[src/rtl/uart_rx_frame.sv]
`default_nettype none
// ============================================================================
// Module   : uart_rx_frame
// Purpose  : Oversampled UART receive deserializer. Synchronizes the serial
//            line, qualifies the start bit at mid-bit, samples WIDTH data
//            bits LSB-first, then the parity bit and the stop bit. Hands the
//            locally computed parity and the received parity bit to the
//            downstream parity checker with a one-cycle par_en strobe.
// Ports    : clk        - system clock
//            rst        - asynchronous reset, active-high
//            baud_tick  - one-cycle pulse at OVERSAMPLE x baud rate
//            rx         - asynchronous serial line, idle high
//            data_out   - last received data word (LSB = first bit on line)
//            data_valid - one-cycle pulse, frame received with good stop bit
//            par_calc   - parity a correct transmitter would send for data_out
//            par_bit    - parity bit sampled from the line
//            par_en     - one-cycle strobe, par_calc/par_bit valid
//            frame_err  - one-cycle pulse, stop bit sampled low
//            busy       - high in every state except IDLE
// Revision : 1.0 - initial release
// ============================================================================
module uart_rx_frame #(
    parameter int WIDTH      = 8,
    parameter int OVERSAMPLE = 16,
    parameter int PARITY_ODD = 0
) (
    input  logic             clk,
    input  logic             rst,
    input  logic             baud_tick,
    input  logic             rx,
    output logic [WIDTH-1:0] data_out,
    output logic             data_valid,
    output logic             par_calc,
    output logic             par_bit,
    output logic             par_en,
    output logic             frame_err,
    output logic             busy
);

    localparam int c_tw = $clog2(OVERSAMPLE);
    localparam int c_bw = $clog2(WIDTH + 1);

    localparam logic [c_tw-1:0] c_tick_half = c_tw'(OVERSAMPLE / 2 - 1);
    localparam logic [c_tw-1:0] c_tick_last = c_tw'(OVERSAMPLE - 1);
    localparam logic [c_bw-1:0] c_bit_last  = c_bw'(WIDTH - 1);
    localparam logic            c_par_odd   = (PARITY_ODD != 0);

    localparam logic [2:0] c_st_idle   = 3'd0;
    localparam logic [2:0] c_st_start  = 3'd1;
    localparam logic [2:0] c_st_data   = 3'd2;
    localparam logic [2:0] c_st_parity = 3'd3;
    localparam logic [2:0] c_st_stop   = 3'd4;
    localparam logic [2:0] c_st_wait   = 3'd5;

    logic            r_rx_meta;
    logic            r_rx_s;
    logic [2:0]      r_state;
    logic [2:0]      w_state_nxt;
    logic [c_tw-1:0] r_tick_cnt;
    logic [c_bw-1:0] r_bit_cnt;
    logic [WIDTH-1:0] r_data;
    logic            r_par_calc;
    logic            r_par_bit;
    logic            r_par_en;
    logic            r_data_valid;
    logic            r_frame_err;

    logic            w_cnt_last;
    logic            w_sample_data;
    logic            w_sample_par;
    logic            w_stop_good;
    logic            w_stop_bad;
    logic            w_busy;

    // Two-flop synchronizer; resets to the idle line level so a reset never
    // looks like a start bit.
    always_ff @(posedge clk or posedge rst) begin
        if (rst) begin
            r_rx_meta <= 1'b1;
            r_rx_s    <= 1'b1;
        end else begin
            r_rx_meta <= rx;
            r_rx_s    <= r_rx_meta;
        end
    end

    // ------------------------------------------------------------------
    // FSM: state register
    // ------------------------------------------------------------------
    always_ff @(posedge clk or posedge rst) begin
        if (rst) begin
            r_state <= c_st_idle;
        end else begin
            r_state <= w_state_nxt;
        end
    end

    assign w_cnt_last = (r_tick_cnt == c_tick_last);

    // ------------------------------------------------------------------
    // FSM: next-state logic (every transition is qualified by baud_tick)
    // ------------------------------------------------------------------
    always_comb begin
        w_state_nxt = r_state;
        if (baud_tick) begin
            case (r_state)
                c_st_idle: begin
                    if (!r_rx_s) w_state_nxt = c_st_start;
                end
                c_st_start: begin
                    // Mid-bit re-check rejects glitches shorter than half a bit.
                    if (r_tick_cnt == c_tick_half)
                        w_state_nxt = r_rx_s ? c_st_idle : c_st_data;
                end
                c_st_data: begin
                    if (w_cnt_last && (r_bit_cnt == c_bit_last))
                        w_state_nxt = c_st_parity;
                end
                c_st_parity: begin
                    if (w_cnt_last) w_state_nxt = c_st_stop;
                end
                c_st_stop: begin
                    if (w_cnt_last)
                        w_state_nxt = r_rx_s ? c_st_idle : c_st_wait;
                end
                c_st_wait: begin
                    // A held-low line (break) must release before re-arming.
                    if (r_rx_s) w_state_nxt = c_st_idle;
                end
                default: w_state_nxt = c_st_idle;
            endcase
        end
    end

    // ------------------------------------------------------------------
    // FSM: output / event decode
    // ------------------------------------------------------------------
    always_comb begin
        w_busy        = (r_state != c_st_idle);
        w_sample_data = baud_tick && w_cnt_last && (r_state == c_st_data);
        w_sample_par  = baud_tick && w_cnt_last && (r_state == c_st_parity);
        w_stop_good   = baud_tick && w_cnt_last && (r_state == c_st_stop) &&  r_rx_s;
        w_stop_bad    = baud_tick && w_cnt_last && (r_state == c_st_stop) && !r_rx_s;
    end

    // Tick counter restarts on every state change and after each data bit;
    // it only runs in the states that time a bit period.
    always_ff @(posedge clk or posedge rst) begin
        if (rst) begin
            r_tick_cnt <= '0;
        end else if (baud_tick) begin
            if ((w_state_nxt != r_state) || w_sample_data) begin
                r_tick_cnt <= '0;
            end else if ((r_state == c_st_start) || (r_state == c_st_data) ||
                         (r_state == c_st_parity) || (r_state == c_st_stop)) begin
                r_tick_cnt <= r_tick_cnt + 1'b1;
            end
        end
    end

    always_ff @(posedge clk or posedge rst) begin
        if (rst) begin
            r_bit_cnt <= '0;
        end else if (baud_tick) begin
            if ((r_state == c_st_start) && (w_state_nxt == c_st_data)) begin
                r_bit_cnt <= '0;
            end else if (w_sample_data) begin
                r_bit_cnt <= r_bit_cnt + 1'b1;
            end
        end
    end

    // Data bits land directly in their final position, so data_out is only
    // coherent once the last bit is in (at par_en / data_valid).
    always_ff @(posedge clk or posedge rst) begin
        if (rst) begin
            r_data <= '0;
        end else begin
            for (int i = 0; i < WIDTH; i++) begin
                if (w_sample_data && (r_bit_cnt == c_bw'(i))) begin
                    r_data[i] <= r_rx_s;
                end
            end
        end
    end

    // Parity values and the strobes are registered together so the checker
    // sees par_calc/par_bit stable in the same cycle par_en is high.
    always_ff @(posedge clk or posedge rst) begin
        if (rst) begin
            r_par_calc   <= c_par_odd;
            r_par_bit    <= 1'b1;
            r_par_en     <= 1'b0;
            r_data_valid <= 1'b0;
            r_frame_err  <= 1'b0;
        end else begin
            if (w_sample_par) begin
                r_par_bit  <= r_rx_s;
                r_par_calc <= (^r_data) ^ c_par_odd;
            end
            r_par_en     <= w_sample_par;
            r_data_valid <= w_stop_good;
            r_frame_err  <= w_stop_bad;
        end
    end

    assign data_out   = r_data;
    assign data_valid = r_data_valid;
    assign par_calc   = r_par_calc;
    assign par_bit    = r_par_bit;
    assign par_en     = r_par_en;
    assign frame_err  = r_frame_err;
    assign busy       = w_busy;

endmodule
`default_nettype wire

[config.mk]
export PLATFORM = sky130hd
export DESIGN_NAME = uart_rx_frame
export DESIGN_NICKNAME = d
export VERILOG_FILES = /design/src/rtl/uart_rx_frame.sv
export SDC_FILE = /design/constraint.sdc
export NUM_CORES = 1
export LEC_CHECK = 0
export CORE_MARGIN = 8
export CORE_UTILIZATION = 48
export DETAILED_ROUTE_END_ITERATION = 8
export PLACE_DENSITY = 0.7
export SLEW_MARGIN = 15
export SYNTH_ARGS = -nofsm -noshare
export SYNTH_HDL_FRONTEND = slang
export SYNTH_SLANG_ARGS = --single-unit
[constraint.sdc]
create_clock -name clk -period 4.27 [get_ports clk]
set_input_delay 0.427 -clock clk [delete_from_list [all_inputs] [get_ports clk]]
set_output_delay 0.427 -clock clk [all_outputs]
set_load 0.03 [all_outputs]
==> results of run 1 <==
[path summary, 6_finish.rpt]
| path | end | start | slack, ns |
|---|---|---|---|
| max in group asynchronous | r_bit_cnt[1] | rst | 3.07 |
| hold reg to reg | r_rx_s | r_rx_meta | 0.37 |
| setup reg to reg | r_tick_cnt[3] | r_tick_cnt[0] | 2.16 |
| setup / recovery | busy | r_state[0] | 1.95 |
| min in group asynchronous | r_state[1] | rst | 0.61 |
| hold / removal | r_rx_s | r_rx_meta | 0.37 |
[Yosys cell counts (2+ instances only)]
cell type and number:
a31oi_1 2, buf_2 2, o31ai_1 2, nand4_1 3, nor2_1 4, xor2_1 2, inv_1 8, o21ai_0 5
nand4b_1 2, ha_1 5, clkbuf_1 2, nor3_1 2, buf_6 2, and3_1 2, xnor2_1 8, dfstp_2 3
a21oi_1 5, o221ai_2 2, mux2_1 7, and2_1 2, dfrtp_1 23, nand2_1 22
[per-stage QoR]
stage	hold WS, ns	area, sq um	setup slack, ns	utilization [%]
6_report	0.3660	1683	1.949	56.04
5_1_grt	0.3713	1683	1.813	56.04
4_1_cts	0.3671	1683	1.933	56.04
3_5_place_dp	0.3478	1647	1.686	54.83
3_3_place_gp	0.3459	1647	1.727	54.83
2_1_floorplan	0.3452	1479	2.346	-
[metal layers]
metal	vias up	wire length, um	global-route usage, %
met1	516	1237	14.42
met5	-	0	0
met2	33	1290	18.47
met4	0	46	7.710
li1	532	-	-
met3	7	169	2.510
[layout make-up]
cell class / instances / area share, %
multi-input combinational: 101 / 44.61
timing repair buffer: 17 / 10.11
tap: 33 / 2.454
inverter: 8 / 1.784
sequential: 26 / 38.88
clock buffer: 4 / 2.156
[power breakdown]
group / total, W / internal (W) / switching [W]
clock network: 0.000121 / 0.0000521 / 0.0000684
registers: 0.000352 / 0.000289 / 0.0000637
logic: 0.000242 / 0.000105 / 0.000137
total: 0.000715 / 0.000446 / 0.000269
[state kept, by name, summed over array words and instances (netlist names)]
register,count
data_out,8
data_valid,1
frame_err,1
par_bit,1
par_calc,1
par_en,1
r_bit_cnt,4
r_rx_meta,1
r_rx_s,1
r_state,3
r_tick_cnt,4
[cells by family (layout without fill, tap and decap cells)]
family	after synthesis	count (layout)	synth area share, %
AO/OA/AOI/OAI	27	27	14.04
XOR/XNOR	10	10	5.923
adder cells (fa/ha/maj)	5	5	4.230
buffers and inverters	15	29	4.991
flip-flops	26	26	44.25
multiplexers	7	7	5.330
AND/OR/NAND/NOR	52	52	21.24
[worst reg2reg max path: stages, from the launching register on]
cell and delay (ns):
dfrtp_1 0.43, ha_1 0.31, nand4b_1 0.17, a2111oi_1 0.62, nor3_1 0.19, nand3_2 0.16
o221ai_2 0.10
==> run metrics, run 1 <==
Synth area leader dfrtp_1; Vias/cell 5.757; #FFs+latches synth 26; setup bufs post-CTS 0; Worst Path Max Fanout 14; Tmin final around 2.3 ns; Synth warnings 0; DIE HEIGHT 71.51 um; fraction of layout cells with a size suffix above 1 11.54%; Resize count post-CTS 0; Post-Syn Area 1479 sq um; largest net degree at the start of global routing 27; clk_lat worst skew 0.31 ns; core area 3003 sq um; DR WL/cell around 15 um; final wirelength ~2700 um; setup TNS 0 ns; leakage 0.7202 nW; Distinct cells, synth ~50; R2R depth 6; final std cells w/o fill 189; Cell Chain, Critical Path or3_1 > clkdlybuf4s50_1; Top FF cell, synth dfrtp_1; Worst Tran Pin Value 0.9656 ns; Crit Path Class reg2out; H-tree depth 1; Initial Utilization between 40% and 50%; drt drc 0; CTS Buf Count 3; Global Route Usage Sum roughly an eighth; worst min path class reg2reg; Slew Viols, Final 0; fill count 259; top-area cell type share of the netlist area between 30% and 40%; Worst Setup End Kind primary output; CP max-delay cell clkdlybuf4s50_1; most common cell after layout, fill and taps aside dfrtp_1; Multi-input gate area approximately 750 sq um; number of synthesized flops with an enable pin 0; HPWL Detailed 2077 um; crit path DAT 1.89 ns; Slew headroom 35.55%; Syn-to-layout area delta 13.79%; placed insts 185; Setup Viol. Count Final 0; Sequential Area between 600 and 700 sq um; RSZ-0062 raised after global routing no; Clock transition at path regs 0.13 ns; Setup Skew 0.002799 ns; first-pass GRT wire length 4864 um; Syn Inst Count 142; Buf+Inv Stages, Crit Path 1; Final GP Congestion slightly above 0.9; total power between 0.0007 and 0.0008 W; vias in the first global route between 1k and 1.5k; clk buf depth 2; Die Span X ~72 um; initial DRC count 39; leading cell types in the layout, fill and taps excluded dfrtp_1 (23), nand2_1 (22), clkdlybuf4s50_1 (17); Worst Path Required 3.84 ns; gr ovfl total 0; Seq/Total Area, Yosys 44.25%; syn avg cell area 10.41 sq um; final antenna-violating net count 0; slowest stage delay, CP 0.60 ns; CTS tree built; Max-Cap Viols 0; crit share post-route 54.36%; n_diodes 0; Hold Path Stages 0; power per cell area 424.7 nW/um^2; Worst path depth 2; outcome finished clean; CTS hold repair buffers 0; initial antenna violation count 0; cell row count 20; ranking of synthesized cells by area dfrtp_1 (39%), nand2_1 (5.6%), dfstp_2 (5.3%), mux2_1 (5.3%), xnor2_1 (4.7%); die area 5113 sq um; clk sinks 26; Worst VDD drop 0.0002130 V; IO Count 18; delay-heaviest family, CP buffers and inverters; IO Port Bufs 17; asr flop ratio synth 100.0%; root buf cell clkbuf_4; drt pass-1 iters 4; crit path launch type flip-flop; nets about 170; Peak Freq around 0.43 GHz; Mapped Nets about 150; via total after detailed routing 1088; Fin. Hold Viols 0
Power figures use the tool's default switching activity.
==> inputs of run 2 (changes only) <==
- clock period: 4.27 -> 2.26 ns (I/O delays scaled with it)
==> run metrics, run 2 (same netlist as run 1, synthesis figures left out) <==
worst min path class in2async; Global Route Usage Sum 13.12%; IO Count 18; Slew Viols, Final 0; clk buf depth 2; Crit Path Class reg2reg; nets approximately 170; design internal power 0.0008283 W; Worst Setup SP r_tick_cnt[0]; clk sinks 26; crit share post-route 93.44%; Setup Viol. Count Final 0; cell row count 20; power per cell area 782.5 nW/um^2; Finished Cell Area 1728 sq um; H-tree depth 1; via total after detailed routing around 1.1k; Slew headroom 50.67%; reg2reg setup slack 0.15 ns; drt pass-1 iters 4; Worst Path Required 2.49 ns; root buf cell clkbuf_4; setup bufs post-CTS 0; initial antenna violation count 0; total power 0.001352 W; max FFs per register 8; IO Port Bufs 17; CTS tree built; drt drc 0; Tmin final 2.112 ns; DIE HEIGHT 71.51 um; Worst Setup End Kind flip-flop; leading cell types in the layout, fill and taps excluded dfrtp_1 (23), nand2_1 (22), clkdlybuf4s50_1 (16); largest net degree at the start of global routing 21; clk_lat worst skew ~0.33 ns; final antenna-violating net count 0; switching power 0.0005238 W; R2R Path End r_tick_cnt[3]; Switching Share 38.74%; Vias/cell between 5 and 6; Initial Utilization 49.25%; die area 5113 sq um; final core utilization between 50% and 60%; Peak Freq ~0.47 GHz; Worst Tran Pin Value 0.7391 ns; crit path DAT 2.34 ns; Flop pwr share 48.9%; Setup Skew 0.02194 ns; n_diodes 0; core area approximately 3000 sq um; R2R depth 6; fill count 283; vias in the first global route 1173; CTS Buf Count 3; most common cell after layout, fill and taps aside dfrtp_1; Syn-to-layout area delta 16.84%; outcome finished clean; fraction of layout cells with a size suffix above 1 14.72%; Max-Cap Viols 0; Clock Power Share 14.8%; Final GP Congestion approximately 0.84; Worst VDD drop 0.0004728 V; Die Span X 71.51 um; Clock transition at path regs 0.15 ns; first-pass GRT wire length 5471 um; Fin. Hold Viols 0; DP Area 1699 sq um; DR WL/cell 15.19 um; crit path launch type flip-flop; setup TNS 0 ns; final wirelength 2978 um; initial DRC count around 120; leakage 0.7490 nW; R2R Path Start r_tick_cnt[0]; HPWL Detailed 2302 um; RSZ-0062 raised after global routing no; gr ovfl total 0; combinational power share 36.3%; Worst Path Max Fanout 7
==> run 2: cell types whose count changed in the layout (fill, tap and decap cells not counted) <==
cell,delta
buf_4,+7
clkbuf_1,+1
clkbuf_8,-1
clkdlybuf4s50_1,-1
dlymetal6s2s_1,+1
==> run 2: critical path, stage by stage, from the launching register on <==
cell	delay, ns
dfrtp_1	0.45
ha_1	0.34
nand4b_1	0.18
a2111oi_1	0.61
nor3_1	0.17
nand3_2	0.16
o221ai_2	0.11
==> run 2: cell type report <==
class / instances / area [sq um] / share of cell area, %
inverter: 8 / 30.03 / 1.738
timing repair buffer: 24 / 225.2 / 13.03
sequential: 26 / 654.4 / 37.87
multi-input combinational: 101 / 750.7 / 43.45
tap: 33 / 41.29 / 2.390
clock buffer: 4 / 26.28 / 1.521
==> run 2: per-stage QoR <==
step                      setup slack [ns]  hold WS, ns  cells
after detailed placement            0.1283       0.3525    192
after floorplan                     0.3355       0.2305    142
final                               0.1484       0.2995    196
after CTS                          0.04058       0.2928    196
after global routing              0.003525       0.2958    196
after global placement              0.1952       0.3460    192
==> run 2: how the worst max path moves through the flow <==
stage               cells after the start       endpoint
finish                                  6  r_tick_cnt[3]
global route                            6  r_tick_cnt[3]
CTS                                     3           busy
detailed placement                      6  r_tick_cnt[3]
global placement                        6    data_out[2]
floorplan                               7  r_tick_cnt[0]
==> run 2: power groups by stage <==
stage                     combinational, W  clock [W]  sequential (W)
after CTS                         0.000492   0.000211        0.000659
after floorplan                   0.000375          0        0.000648
after global routing              0.000552   0.000226        0.000675
final                             0.000491   0.000200        0.000661
after global placement            0.000472          0        0.000660
after detailed placement          0.000489          0        0.000668
==> run 2: timing repair <==
item                                    CTS  global route
endpoints found under the setup margin    0             1
resized for setup                         0             1
hold buffers                              0             0
==> run 2: metal layers <==
metal | track usage, % | routed length [um] | vias to the layer above
met5 | 0 | 0 | -
met4 | 4.762 | 42 | 0
met3 | 3.626 | 165 | 6
met2 | 21.73 | 1461 | 30
met1 | 15.83 | 1309 | 534
li1 | - | - | 548
